`src/rtl/uart_rx.sv`:
```
// uart_rx: 16x-oversampling UART receiver with its own baud-tick divider.
//   Deframes 8N1 (or 8E1 when UART_RX_PARITY_EN is defined) bytes, LSB first.
// Ports:
//   clk        - system clock, rising edge
//   reset      - asynchronous, active-high reset
//   rx         - serial line, idle high, asynchronous to clk
//   d_out      - last correctly framed byte, held until the next good frame
//   rx_done    - one-clock strobe, d_out valid in the same cycle
//   frame_err  - one-clock strobe, stop bit sampled low
//   parity_err - one-clock strobe with rx_done on parity mismatch (0 without macro)
// Optional feature macro: UART_RX_PARITY_EN (adds an even-parity bit after the data).
module uart_rx #(
   parameter int unsigned DBIT    = 8,
   parameter int unsigned SB_TICK = 16,
   parameter int unsigned DIVISOR = 163
) (
   input  logic            clk,
   input  logic            reset,
   input  logic            rx,
   output logic [DBIT-1:0] d_out,
   output logic            rx_done,
   output logic            frame_err,
   output logic            parity_err
);

   localparam int unsigned DIV_W = (DIVISOR > 2) ? $clog2(DIVISOR) : 1;
   localparam int unsigned N_W   = (DBIT > 2) ? $clog2(DBIT) : 1;
   localparam int unsigned S_W   = 4;

`ifdef UART_RX_PARITY_EN
   typedef enum logic [2:0] {IDLE, START, DATA, PARITY, STOP, BRK} state_t;
`else
   typedef enum logic [2:0] {IDLE, START, DATA, STOP, BRK} state_t;
`endif

   state_t            state_q, state_d;
   logic [S_W-1:0]    s_q, s_d;
   logic [N_W-1:0]    n_q, n_d;
   logic [DBIT-1:0]   sh_q, sh_d;
   logic [DBIT-1:0]   d_out_d;
   logic              rx_done_d, frame_err_d;
   logic              rx_meta, rx_s;
   logic [DIV_W-1:0]  div_q;
   logic              tick;

   // Two-flop synchronizer; resets to the idle-high line level.
   always_ff @(posedge clk or posedge reset) begin
      if (reset) begin
         rx_meta <= 1'b1;
         rx_s    <= 1'b1;
      end else begin
         rx_meta <= rx;
         rx_s    <= rx_meta;
      end
   end

   // Free-running oversample tick divider; never re-aligned to the line.
   assign tick = (div_q == DIV_W'(DIVISOR - 1));

   always_ff @(posedge clk or posedge reset) begin
      if (reset) div_q <= '0;
      else       div_q <= tick ? '0 : div_q + DIV_W'(1);
   end

`ifdef UART_RX_PARITY_EN
   logic par_bad_q, par_bad_d, parity_err_d;
`endif

   // State and registered-output update.
   always_ff @(posedge clk or posedge reset) begin
      if (reset) begin
         state_q   <= IDLE;
         s_q       <= '0;
         n_q       <= '0;
         sh_q      <= '0;
         d_out     <= '0;
         rx_done   <= 1'b0;
         frame_err <= 1'b0;
`ifdef UART_RX_PARITY_EN
         par_bad_q  <= 1'b0;
         parity_err <= 1'b0;
`endif
      end else begin
         state_q   <= state_d;
         s_q       <= s_d;
         n_q       <= n_d;
         sh_q      <= sh_d;
         d_out     <= d_out_d;
         rx_done   <= rx_done_d;
         frame_err <= frame_err_d;
`ifdef UART_RX_PARITY_EN
         par_bad_q  <= par_bad_d;
         parity_err <= parity_err_d;
`endif
      end
   end

`ifndef UART_RX_PARITY_EN
   assign parity_err = 1'b0;
`endif

   // Next-state and strobe logic.
   always_comb begin
      state_d     = state_q;
      s_d         = s_q;
      n_d         = n_q;
      sh_d        = sh_q;
      d_out_d     = d_out;
      rx_done_d   = 1'b0;
      frame_err_d = 1'b0;
`ifdef UART_RX_PARITY_EN
      par_bad_d    = par_bad_q;
      parity_err_d = 1'b0;
`endif
      case (state_q)
         IDLE: begin
            if (!rx_s) begin
               state_d = START;
               s_d     = '0;
            end
         end
         START: begin
            // Re-check the line half a bit in to reject glitches.
            if (tick) begin
               if (s_q == S_W'(7)) begin
                  if (rx_s) begin
                     state_d = IDLE;
                  end else begin
                     state_d = DATA;
                     s_d     = '0;
                     n_d     = '0;
                  end
               end else begin
                  s_d = s_q + S_W'(1);
               end
            end
         end
         DATA: begin
            if (tick) begin
               if (s_q == S_W'(15)) begin
                  sh_d = {rx_s, sh_q[DBIT-1:1]};
                  s_d  = '0;
                  if (n_q == N_W'(DBIT - 1)) begin
`ifdef UART_RX_PARITY_EN
                     state_d = PARITY;
`else
                     state_d = STOP;
`endif
                  end else begin
                     n_d = n_q + N_W'(1);
                  end
               end else begin
                  s_d = s_q + S_W'(1);
               end
            end
         end
`ifdef UART_RX_PARITY_EN
         PARITY: begin
            // Even parity: received bit must equal XOR of the data bits.
            if (tick) begin
               if (s_q == S_W'(15)) begin
                  par_bad_d = rx_s ^ (^sh_q);
                  s_d       = '0;
                  state_d   = STOP;
               end else begin
                  s_d = s_q + S_W'(1);
               end
            end
         end
`endif
         STOP: begin
            if (tick) begin
               if (s_q == S_W'(SB_TICK - 1)) begin
                  if (rx_s) begin
                     d_out_d   = sh_q;
                     rx_done_d = 1'b1;
`ifdef UART_RX_PARITY_EN
                     parity_err_d = par_bad_q;
`endif
                     state_d   = IDLE;
                  end else begin
                     frame_err_d = 1'b1;
                     state_d     = BRK;
                  end
               end else begin
                  s_d = s_q + S_W'(1);
               end
            end
         end
         BRK: begin
            // Swallow a held-low line so it yields a single frame_err.
            if (rx_s) state_d = IDLE;
         end
         default: state_d = IDLE;
      endcase
   end

endmodule

```
`config.mk`:
```
export PLATFORM = sky130hd
export DESIGN_NAME = uart_rx
export DESIGN_NICKNAME = d
export VERILOG_FILES = /design/src/rtl/uart_rx.sv
export SDC_FILE = /design/constraint.sdc
export NUM_CORES = 1
export LEC_CHECK = 0
export BUFFER_PORTS_ARGS = -buffer_cell sky130_fd_sc_hd__buf_2
export CAP_MARGIN = 20
export CORE_ASPECT_RATIO = 0.75
export CORE_MARGIN = 2
export CORE_UTILIZATION = 45
export CTS_CLUSTER_DIAMETER = 150
export CTS_CLUSTER_SIZE = 20
export DETAILED_ROUTE_END_ITERATION = 12
export PLACE_DENSITY = 0.68
export SYNTH_ARGS = -nofsm -noshare
export SYNTH_HDL_FRONTEND = slang
export SYNTH_SLANG_ARGS = --single-unit
```
`constraint.sdc`:
```
create_clock -name clk -period 2 [get_ports clk]
set_clock_uncertainty 0.15 [all_clocks]
set_input_delay 0.1 -clock clk [delete_from_list [all_inputs] [get_ports clk]]
set_output_delay 0.1 -clock clk [all_outputs]
set_load 0.01 [all_outputs]
```
==> summary.md <==
| Metric | Value |
|---|---|
| CTS sink count | `38` |
| Worst setup path class | `register to register` |
| Yosys cell types | `43` |
| MaxCap Viol Count | `0` |
| Max frequency | `516 MHz` |
| CP Capture Type | `register` |
| Clock root buffer | `clkbuf_8` |
| Comb power frac | `0.018` |
| First-pass GRT wire length | `between 5000 and 6000 microns` |
| Initial antenna violation count | `0` |
| Slew @ Worst Pin | `657 ps` |
| Post-synthesis sequential area ratio | `0.522` |
| Die H | `59.2 microns` |
| Clock transition at the registers of the reported paths | `80 ps` |
| Nets | `193` |
| Synth top area share | `0.493` |
| Leakage | `between 1 and 1.5 nW` |
| Post-synth top flop | `dfrtp_1` |
| Area delta synth->final | `22.1%` |
| Flop pwr share | `0.484` |
| Critical Path Fanout Max | `5` |
| DRC violations left | `0` |
| All-layer global routing usage | `0.170` |
| Pre-antenna DRT Iters | `4` |
| Mapped Nets | `about 170` |
| Slew headroom | `0.562` |
| Commonest non-fill, non-tap cells in the layout | `dfrtp_1 (35), mux2_1 (16), nor2_1 (13), buf_2 (12), buf_4 (12)` |
| FP Rows | `20` |
| Final period util | `0.969` |
| Seq cells post-synth | `38` |
| Iter 0 DRT Violations | `69` |
| Final Core Density | `0.561` |
| Status | `finished, final reports clean` |
| Clk network pwr share | `0.498` |
| Hold violation count in the final report | `0` |
| Largest net degree at the start of global routing | `24` |
| Arr. time, crit path | `1980 ps` |
| Cell taking the most area after synthesis | `dfrtp_1` |
| Share of cells above drive strength 1 | `0.274` |
| CTS Buf Count | `5` |
| Syn Area/Cell | `11.5 sq um` |
| Core ar. | `3980 sq um` |
| Commonest non-fill, non-tap cell in the layout | `dfrtp_1` |
| Die W | `77.6 microns` |
| Die Area | `4590 sq um` |
| Hpwl dp | `2430 microns` |
| Post-synth ARST share | `1.00` |
| Number of flops mapped to enable cells by yosys | `0` |
| Number of port buffers | `12` |
| Mapped Cells | `between 150 and 200` |
| Final ANT Viol Nets | `0` |
| GPL Wtd Cong | `0.809` |
| Initial core utilization | `0.459` |
| Cell-internal power | `1.28 mW` |
| Clock Tree Buf Depth | `2` |
| Post-route insts no fill | `241` |
| Via count | `between 1,000 and 1,500` |
| Setup Viol. Count Final | `0` |
| Fin Hold WS | `approximately 210 ps` |
| Number of global-route vias before repair | `1,299` |
| Leading cell types by total area after synthesis | `dfrtp_1 (49%), mux2_1 (9.9%), ha_1 (3.4%), dfstp_2 (2.9%), nand3_1 (2.7%)` |
| Post-Place Cells | `229` |
| CTS tree | `done` |
| Max rail drop VDD | `about 0.45 mV` |
| Vias per cell | `5.38` |
| Overflow after GRT | `0` |
| CP startpoint kind | `register` |
| Hold Path Class | `register to register` |
| Netlist Area Pre-Place | `~1800 sq um` |
| ANT cells | `0` |
| RSZ-0062 raised after global routing | `true` |
| Min Clock Period, post-route | `1940 ps` |
| WL/cell | `14.6 microns` |
| DRT Wirelength | `approximately 3500 microns` |
| Ports | `14` |
| # H-tree levels | `2` |
| Switching fraction of total power | `0.199` |
| Syn. warnings | `0` |
| Worst EP required | `~2100 ps` |
| Setup TNS | `0 ps` |
| Worst skew pair latency | `300 ps` |
| P per Cell Area | `slightly above 700 nW/um^2` |
| Placed Area | `approximately 2000 sq um` |
| Final instance area | `2230 sq um` |
| Max Slew Vio Count | `0` |
| P_sw | `319 uW` |
==> final timing paths <==
check,depth (start not counted),to,slack [ps],startpoint
worst max-delay path,4,s_q[0],60,div_q[3]
worst min-delay path,0,rx_s,210,rx_meta
max in group asynchronous,4,n_q[0],880,reset
worst min register to register,0,rx_s,210,rx_meta
worst max register to register,4,s_q[0],60,div_q[3]
min in group asynchronous,3,div_q[7],280,reset
==> registers in the layout, summed over array words and instances, names as in the netlist <==
name,cells
d_out,8
div_q,8
sh_q,8
s_q,4
n_q,3
state_q,3
frame_err,1
rx_done,1
rx_meta,1
rx_s,1
==> per-layer routing <==
metal | up-vias | track usage | wire [microns]
li1 | 614 | - | -
met1 | 643 | 0.213 | 1660
met2 | 31 | 0.268 | 1640
met3 | 8 | 0.0457 | 129
met4 | 0 | 0.102 | 81
met5 | - | 0 | 0
==> layout make-up <==
cell class,count,area (sq um)
repair buffers,27,190
inverters,7,26.3
flip-flops and latches,38,955
well taps,55,68.8
clock inverters,3,68.8
multi-input cells,106,855
clock buffers,5,68.8
fillers,328,1750
==> worst max-delay path, stage by stage, from the launching register on <==
cell and delay (ps):
dfrtp_2 440, or4b_4 600, a211oi_4 260, a22oi_2 100
mux2_2 280
==> power by group through the flow <==
stage	clock, mW	combinational [mW]	sequential (mW)
global route	0.843	0.0335	0.774
finish	0.797	0.0290	0.774
global placement	0	0.0263	0.789
floorplan	0	0.0172	0.788
detailed placement	0	0.0273	0.789
CTS	0.812	0.0304	0.774
==> cell families after synthesis <==
| family | share of synthesized area |
|---|---|
| AO/OA/AOI/OAI | 0.0808 |
| XOR/XNOR | 0.0431 |
| adder cells (fa/ha/maj) | 0.0342 |
| buffers and inverters | 0.0356 |
| flip-flops | 0.522 |
| multiplexers | 0.110 |
| other | 0.00205 |
| AND/OR/NAND/NOR | 0.172 |
==> synth_stat cells, types with 3 or more instances <==
| library cell | instances |
|---|---|
| and2_1 | 3 |
| nor2_1 | 13 |
| clkbuf_1 | 5 |
| ha_1 | 5 |
| a21oi_1 | 4 |
| dfrtp_1 | 36 |
| mux2_1 | 16 |
| xnor2_1 | 4 |
| o21ai_1 | 3 |
| inv_1 | 7 |
| nand2_1 | 3 |
| and3_1 | 4 |
| nand4_1 | 5 |
| o21ai_0 | 3 |
| nand3_1 | 10 |
| xor2_1 | 5 |
==> repair_timing <==
action,4_1_cts,5_1_grt
setup endpoints to repair,9,21
resized for setup,2,10
hold endpoints to repair,14,0
hold buffers,2,0
setup buffers,0,2
pin swaps,1,3
==> through the flow <==
stage                     power [mW]  worst slack, ps
after floorplan                0.805              111
after global placement         0.815             53.9
after detailed placement       0.816            -32.5
after CTS                       1.62             2.81
after global routing            1.65            -18.0
final                           1.60             61.5
Power figures use the tool's default switching activity.
